===== config.mk =====
export PLATFORM = sky130hd
export DESIGN_NAME = id_ex_stage
export DESIGN_NICKNAME = d
export VERILOG_FILES = /design/src/rtl/id_ex_stage.sv
export SDC_FILE = /design/constraint.sdc
export NUM_CORES = 1
export LEC_CHECK = 0
export ABC_AREA = 1
export BUFFER_PORTS_ARGS = -buffer_cell sky130_fd_sc_hd__clkbuf_2
export CORE_ASPECT_RATIO = 0.75
export CORE_MARGIN = 2
export CORE_UTILIZATION = 35
export DETAILED_ROUTE_END_ITERATION = 8
export GPL_ROUTABILITY_DRIVEN = 0
export SLEW_MARGIN = 20
export SYNTH_ARGS = -nofsm -noshare
export SYNTH_HDL_FRONTEND = slang
export SYNTH_SLANG_ARGS = --single-unit
export TNS_END_PERCENT = 1

===== constraint.sdc =====
create_clock -name clk -period 2.3 [get_ports clk]
set_input_delay 0.575 -clock clk [delete_from_list [all_inputs] [get_ports clk]]
set_output_delay 0.575 -clock clk [all_outputs]
set_load 0.01 [all_outputs]

===== src/rtl/id_ex_stage.sv =====
// ID/EX pipeline register with load-use hazard detection, flush/stall priority and bubble insertion.
// Optional HAZARD_STATS_EN adds a saturating load-use bubble counter; otherwise bubble_count reads zero.
module id_ex_stage (
  input  logic        clk,
  input  logic        rst_n,
  input  logic        id_valid,
  input  logic [4:0]  id_instr_rs,
  input  logic [4:0]  id_instr_rt,
  input  logic        id_uses_rt,
  input  logic [4:0]  id_write_reg_addr,
  input  logic        id_reg_write,
  input  logic        id_mem_read,
  input  logic        id_mem_write,
  input  logic        id_mem_to_reg,
  input  logic        id_alu_src,
  input  logic [3:0]  id_alu_op,
  input  logic [31:0] id_read_data_1,
  input  logic [31:0] id_read_data_2,
  input  logic [31:0] id_imm,
  input  logic        ex_flush,
  input  logic        ex_stall,
  output logic        id_ex_valid,
  output logic [4:0]  id_ex_instr_rs,
  output logic [4:0]  id_ex_instr_rt,
  output logic        id_ex_uses_rt,
  output logic [4:0]  id_ex_write_reg_addr,
  output logic        id_ex_reg_write,
  output logic        id_ex_mem_read,
  output logic        id_ex_mem_write,
  output logic        id_ex_mem_to_reg,
  output logic        id_ex_alu_src,
  output logic [3:0]  id_ex_alu_op,
  output logic [31:0] id_ex_read_data_1,
  output logic [31:0] id_ex_read_data_2,
  output logic [31:0] id_ex_imm,
  output logic        id_stall,
  output logic [15:0] bubble_count
);

  typedef struct packed {
    logic        valid;
    logic [4:0]  instr_rs;
    logic [4:0]  instr_rt;
    logic        uses_rt;
    logic [4:0]  write_reg_addr;
    logic        reg_write;
    logic        mem_read;
    logic        mem_write;
    logic        mem_to_reg;
    logic        alu_src;
    logic [3:0]  alu_op;
    logic [31:0] read_data_1;
    logic [31:0] read_data_2;
    logic [31:0] imm;
  } stage_t;

  stage_t stage_q, stage_d;
  logic   hazard;
  logic   rs_match, rt_match;

  always_comb begin
    rs_match = (stage_q.write_reg_addr == id_instr_rs);
    rt_match = id_uses_rt & (stage_q.write_reg_addr == id_instr_rt);
    hazard   = id_valid & stage_q.valid & stage_q.mem_read &
               (stage_q.write_reg_addr != 5'd0) & (rs_match | rt_match);
    id_stall = hazard & ~ex_flush & ~ex_stall;
  end

  // Flush and bubble both squash control/identity fields; operand data is left as-is.
  always_comb begin
    stage_d = stage_q;
    if (ex_flush || (!ex_stall && hazard)) begin
      stage_d.valid          = 1'b0;
      stage_d.reg_write      = 1'b0;
      stage_d.mem_read       = 1'b0;
      stage_d.mem_write      = 1'b0;
      stage_d.mem_to_reg     = 1'b0;
      stage_d.write_reg_addr = 5'd0;
      stage_d.instr_rs       = 5'd0;
      stage_d.instr_rt       = 5'd0;
    end else if (!ex_stall) begin
      stage_d.valid          = id_valid;
      stage_d.instr_rs       = id_instr_rs;
      stage_d.instr_rt       = id_instr_rt;
      stage_d.uses_rt        = id_uses_rt;
      stage_d.write_reg_addr = id_write_reg_addr;
      stage_d.reg_write      = id_valid & id_reg_write;
      stage_d.mem_read       = id_valid & id_mem_read;
      stage_d.mem_write      = id_valid & id_mem_write;
      stage_d.mem_to_reg     = id_valid & id_mem_to_reg;
      stage_d.alu_src        = id_valid & id_alu_src;
      stage_d.alu_op         = id_alu_op;
      stage_d.read_data_1    = id_read_data_1;
      stage_d.read_data_2    = id_read_data_2;
      stage_d.imm            = id_imm;
    end
  end

  always_ff @(posedge clk or negedge rst_n) begin
    if (!rst_n) stage_q <= '0;
    else        stage_q <= stage_d;
  end

  assign id_ex_valid          = stage_q.valid;
  assign id_ex_instr_rs       = stage_q.instr_rs;
  assign id_ex_instr_rt       = stage_q.instr_rt;
  assign id_ex_uses_rt        = stage_q.uses_rt;
  assign id_ex_write_reg_addr = stage_q.write_reg_addr;
  assign id_ex_reg_write      = stage_q.reg_write;
  assign id_ex_mem_read       = stage_q.mem_read;
  assign id_ex_mem_write      = stage_q.mem_write;
  assign id_ex_mem_to_reg     = stage_q.mem_to_reg;
  assign id_ex_alu_src        = stage_q.alu_src;
  assign id_ex_alu_op         = stage_q.alu_op;
  assign id_ex_read_data_1    = stage_q.read_data_1;
  assign id_ex_read_data_2    = stage_q.read_data_2;
  assign id_ex_imm            = stage_q.imm;

`ifdef HAZARD_STATS_EN
  logic [15:0] bubble_count_q, bubble_count_d;

  // id_stall is exactly the edge on which a load-use bubble goes in.
  always_comb begin
    bubble_count_d = bubble_count_q;
    if (id_stall && (bubble_count_q != 16'hFFFF))
      bubble_count_d = bubble_count_q + 16'd1;
  end

  always_ff @(posedge clk or negedge rst_n) begin
    if (!rst_n) bubble_count_q <= 16'h0000;
    else        bubble_count_q <= bubble_count_d;
  end

  assign bubble_count = bubble_count_q;
`else
  assign bubble_count = 16'h0000;
`endif

endmodule


==> results.ini, run 1 <==
[synthesis]
syn_area_per_cell_um2 = 8.81
synth_ff_type = dfrtp_1
ys_ff_latch = 122
yosysSeqAreaShare_pct = 56.4
yosys.area_share.simple_pct = 34.1
synth-xor-area-share_pct = 0.162
muxShareOfSynthArea_pct = 0
synthesis.area_um2 = 5410
yosysUniqueCellTypes = 19
synth_top_family_by_area = simple AND/OR/NAND/NOR gates
postSynthCellCount = 614
synthAdderAreaFrac_pct = 0
synth_edf_count = 0
synth-compound-area-share_pct = 0.647
ys.warnings.count = 0
async_reset_ff_share_pct = 100

[worst_setup_path]
r2r-start = id_ex_write_reg_addr[1]
critPathRequiredTime_ns = 1.73
rrSetupSlack_ns = 0.41
end_kind = primary output
crit_type = flop to primary output
start_kind = flop
r2r-end = id_ex_imm[7]
crit_path_max_fanout = 4
cp.arrival_ns = 1.61
rr_worst_depth = 10

[status]
status = completed

[clock_network]
cts-hold-fix-buffers = 0
clk_pin_slew_ns = 0.06
htree_num_levels = 4
cts-buffers-inserted = 17
cts.path.max_buffers = 2
cts_tree = built
worstSkewPairLatency_ns = 0.41
cts_sinks = 122
cts_root_buffer = clkbuf_16

[floorplan]
ios = 265
chipWidth_um = 148
core_area_um2 = 15200
die_h_um = 112
rows = 39
die_area_um2 = 16500
initial_utilization_pct = 35.7

[timing]
tightestPinTransition_ns = 0.522
final.min_clock_period_ns = 2.18
setup_slack_ns = 0.116
relSlewSlack_pct = 65.2
finalMaxSlewViolations = 0
fin_crit_sh_pct = 95.0
hold_slack_ns = 0.0952
setup_viol = 0
hold_viol_final = 0
finalClockSkew_ns = 0.0114
setup_tns_ns = 0
fmax_mhz = 458

[finish]
n_antenna_cell = 0
area_delta_synth_final_pct = 38.5
final_cells = 1066
layout.nets = 974
drive_gt1_share_pct = 36.6

[global_route]
antenna_found_initial = 0
grt_usage_pct = 20.3
grt_overflow = 0
grt_pass1_wl_um = 26800
first_global_vias = 4965
grt_max_degree = 85

[power_and_ir_drop]
p_leak_uw = 0.00427
seqPwrFrac_pct = 39.3
power.internal_uw = 4700
netSwitchingPower_uw = 1740
peakVddDrop_v = 0.000486
comb_power_share_pct = 15.1
clkPwrFrac_pct = 45.5
powerDensity_nw_per_um2 = 859
switching_share_pct = 27.0

[drt]
drtPass1Iterations = 5
drt-initial-drc-count = 301
wl_um = 16500
detail-route-antenna-nets = 0
vias = 5170
remaining_drc_errors = 0
via_per_inst = 4.85
routedWlPerCell_um = 15.5

[place]
dp.cells = 1031
dp_slack_ns = 0.205
numPortBuffers = 248
hpwl_um = 11100

[min_path]
holdCritPathClass = input pin to async pin

[run]
cap_violations = 0

what timing repair did:
| item | 4_1_cts | 5_1_grt |
|---|---|---|
| endpoints found under the setup margin | 1 | 1 |
| pin swaps | 1 | 0 |
| buffers inserted | 2 | 1 |
| resized for setup | 2 | 5 |
power groups by stage:
stage / sequential (uW) / clock (uW) / combinational [uW]
after floorplan: 2670 / 0 / 368
after global placement: 2560 / 0 / 980
after detailed placement: 2560 / 0 / 985
after CTS: 2530 / 3000 / 985
after global routing: 2560 / 3090 / 1100
final: 2530 / 2930 / 974
routing by layer:
metal | up-vias | track usage (%) | routed length [um]
met2 | 222 | 30.3 | 7270
met1 | 2414 | 29.0 | 7720
li1 | 2520 | - | -
met4 | 0 | 4.87 | 205
met5 | - | 0 | 0
met3 | 14 | 6.27 | 1270
worst max-delay path by stage:
| stage | depth (start not counted) | end | from |
|---|---|---|---|
| after floorplan | 8 | id_stall | id_valid |
| after global placement | 10 | id_stall | id_instr_rs[0] |
| after detailed placement | 10 | id_stall | id_instr_rs[4] |
| after CTS | 9 | id_stall | id_ex_write_reg_addr[4] |
| after global routing | 9 | id_stall | id_ex_write_reg_addr[3] |
| final | 9 | id_stall | id_ex_write_reg_addr[3] |
worst max-delay path, stage by stage (launching register included):
cell and delay (ns):
dfrtp_1 0.40, inv_1 0.10, nand2_1 0.06, nand2_1 0.06, nor2_2 0.10, nand3_1 0.10, nand2_2 0.08, nand2_4 0.07
nor2_2 0.09, clkbuf_2 0.13
per-stage QoR:
step	instance area, um^2	utilization, %	power, uW
after floorplan	5470	-	3040
after global placement	6810	44.9	3540
after detailed placement	6810	44.9	3550
after CTS	7480	49.3	6520
after global routing	7490	49.4	6760
final	7490	49.4	6440
cells in the final DEF, fill, tap and decap left out, types with 4 or more instances in the layout:
master | Yosys | layout
bufinv_16 | 0 | 4
inv_1 | 13 | 12
conb_1 | 1 | 16
nand4_1 | 134 | 134
dfrtp_1 | 122 | 119
buf_4 | 17 | 15
nand2_1 | 247 | 246
nor2_1 | 13 | 11
buf_12 | 0 | 7
a22oi_1 | 4 | 4
clkbuf_2 | 0 | 247
clkbuf_16 | 0 | 17
area by class of cell:
type / instances / area, um^2
clock buffer: 20 / 467
clock inverter: 12 / 186
fill: 1500 / 7680
inverter: 17 / 67.6
multi-input combinational: 421 / 1970
sequential: 122 / 3060
tap: 205 / 256
timing repair buffer: 269 / 1490
logic make-up (layout without fill, tap and decap cells):
group | count (synthesis) | after routing
AO/OA/AOI/OAI | 5 | 5
other | 1 | 16
flip-flops | 122 | 122
XOR/XNOR | 1 | 1
buffers and inverters | 86 | 318
AND/OR/NAND/NOR | 399 | 399
synth_stat cells, types with 4 or more instances:
cell type / instances / area (um^2)
inv_2: 4 / 15.0
nand2_1: 247 / 927
dfrtp_1: 122 / 3050
buf_2: 8 / 40.0
buf_6: 9 / 101
clkbuf_1: 26 / 97.6
buf_1: 9 / 33.8
buf_4: 17 / 128
a22oi_1: 4 / 30.0
nand4_1: 134 / 838
nor2_1: 13 / 48.8
inv_1: 13 / 48.8
(Power assumes the default switching activity.)
==> run 2: changes to the inputs <==
Settings changed: CORE_UTILIZATION 35 to 30, SLEW_MARGIN 20 to unset.
==> run 2 against run 1 <==
Flip-flop and latch count stayed put. Non-clock buffer count is 2 lower. Critical path depth stayed put. Power is 2.5% lower. Clock skew is 0.0038 ns lower. Clock-buffer cell count is 1 higher. Wire length is 4.6% higher. First-iteration DRC count is 71% higher. Setup slack worse by 0.028 ns. Clock power is 6% lower. Global-route usage is 1.9 points lower. Highest routed layer unchanged.
==> results.ini, run 2 (synthesized netlist as in run 1, its figures left out) <==
[power_and_ir_drop]
p_leak_uw = 0.00426  ; -0.33%
powerDensity_nw_per_um2 = 836  ; -2.7%
peakVddDrop_v = 0.000410  ; -16%
power_uw = 6280  ; -2.5%

[global_route]
grt_pass1_wl_um = 27600  ; +3.0%
antenna_found_initial = 0  ; unchanged
grt_overflow = 0  ; unchanged
grt_max_degree = 61  ; -28%
grt_usage_pct = 18.4  ; -1.9 points
first_global_vias = 5085  ; +2.4%

[worst_setup_path]
cp.arrival_ns = 1.64  ; +0.03 ns
crit_path_max_fanout = 4  ; unchanged
critPathRequiredTime_ns = 1.73  ; about the same
start_kind = flop
crit_type = flop to primary output
rrSetupSlack_ns = 0.36  ; -0.05 ns
r2r-end = id_ex_write_reg_addr[4]
r2r-start = id_ex_write_reg_addr[0]
rr_worst_depth = 9  ; -1
end_kind = primary output

[finish]
drive_gt1_share_pct = 36.3  ; -0.26 points
layout.cells.most_common_list = nand2_1 (246), clkbuf_2 (246), nand4_1 (134)
area_delta_synth_final_pct = 38.8
layout.nets = 972  ; -0.21%
final_cells = 1101  ; +3.3%
n_antenna_cell = 0  ; unchanged
fin_area_um2 = 7510  ; +0.20%

[floorplan]
rows = 42  ; +7.7%
ios = 265  ; unchanged
chipWidth_um = 159  ; +7.8%
initial_utilization_pct = 30.6  ; -5.0 points
die_h_um = 120  ; +7.7%
core_area_um2 = 17700  ; +16%
die_area_um2 = 19100  ; +16%

[clock_network]
worstSkewPairLatency_ns = 0.42  ; about the same
cts-buffers-inserted = 17  ; unchanged
cts_sinks = 122  ; unchanged
cts_root_buffer = clkbuf_16
cts.path.max_buffers = 2  ; unchanged
cts-hold-fix-buffers = 0  ; unchanged
htree_num_levels = 4  ; unchanged
cts_tree = built
clk_pin_slew_ns = 0.06  ; about the same

[timing]
setup_slack_ns = 0.0881  ; -0.0278 ns
fin_crit_sh_pct = 96.2  ; +1.2 points
final.min_clock_period_ns = 2.21  ; +0.0278 ns
hold_viol_final = 0  ; unchanged
setup_viol = 0  ; unchanged
hold_slack_ns = 0.0588  ; -0.0363 ns
finalMaxSlewViolations = 0  ; unchanged
fmax_mhz = 452  ; -1.3%
finalClockSkew_ns = 0.00768  ; -0.00377 ns

[run]
cap_violations = 0  ; unchanged

[drt]
remaining_drc_errors = 0  ; unchanged
vias = 5204  ; +0.66%
wl_um = 17200  ; +4.6%
via_per_inst = 4.73  ; -2.5%
routedWlPerCell_um = 15.7  ; +1.3%
drtPass1Iterations = 4  ; -1
drt-initial-drc-count = 516  ; +71%
detail-route-antenna-nets = 0  ; unchanged

[place]
dp.cells = 1064  ; +3.2%
dp_slack_ns = 0.209  ; +0.00345 ns
numPortBuffers = 248  ; unchanged
hpwl_um = 11700  ; +5.3%
dpl_cell_area_um2 = 6850  ; +0.68%

[status]
status = completed

[min_path]
holdCritPathClass = input pin to async pin

## run 2: area by class of cell
| class | instances | area (um^2) |
|---|---|---|
| clock buffer | 21 | 460 |
| inverter | 17 | 68.8 |
| sequential | 122 | 3060 |
| multi-input combinational | 421 | 1970 |
| tap | 242 | 303 |
| clock inverter | 11 | 145 |
| fill | 1800 | 10100 |
| timing repair buffer | 267 | 1500 |
## run 2: per-layer routing
metal	part of all wire (%)	GRT usage [%]	up-vias	wire length, um
li1	-	-	2515	-
met1	46	24.5	2452	7990
met2	44	27.8	224	7520
met3	9.0	7.14	13	1550
met4	0.99	5.63	0	171
met5	0	0	-	0
## run 2: worst max-delay path by stage
stage | cells after the start | startpoint | to
detailed placement | 12 | id_instr_rt[4] | id_ex_read_data_1[21]
global placement | 12 | id_instr_rt[4] | id_ex_imm[19]
CTS | 9 | id_ex_write_reg_addr[4] | id_stall
finish | 9 | id_ex_write_reg_addr[4] | id_stall
global route | 9 | id_ex_write_reg_addr[4] | id_stall
floorplan | 8 | id_valid | id_stall
## run 2: stage by stage
| step | TNS [ns] | utilization, % |
|---|---|---|
| 6_report | 0 | 42.5 |
| 3_3_place_gp | 0 | 38.8 |
| 5_1_grt | -0.0136 | 42.5 |
| 4_1_cts | 0 | 42.4 |
| 3_5_place_dp | 0 | 38.8 |
| 2_1_floorplan | 0 | - |
## run 2: repair_timing
action                                  in CTS  in global routing
pin swaps                                    0                  5
buffers inserted                             3                  2
gates resized for setup                      3                  6
endpoints found under the setup margin       1                  1
## run 2: critical path, cell delays in order, from the launching register on
cell	delay, ns
dfrtp_1	0.42
inv_2	0.07
nand2_1	0.06
nand2_1	0.07
nor2_2	0.11
nand3_1	0.10
nand2_2	0.09
nand2_4	0.06
nor2_1	0.08
buf_2	0.15
## run 2: where the power goes
| part | switching (uW) | internal, uW |
|---|---|---|
| Combinational | 587 | 401 |
| Clock | 997 | 1760 |
| Sequential | 141 | 2390 |
| Total | 1730 | 4550 |
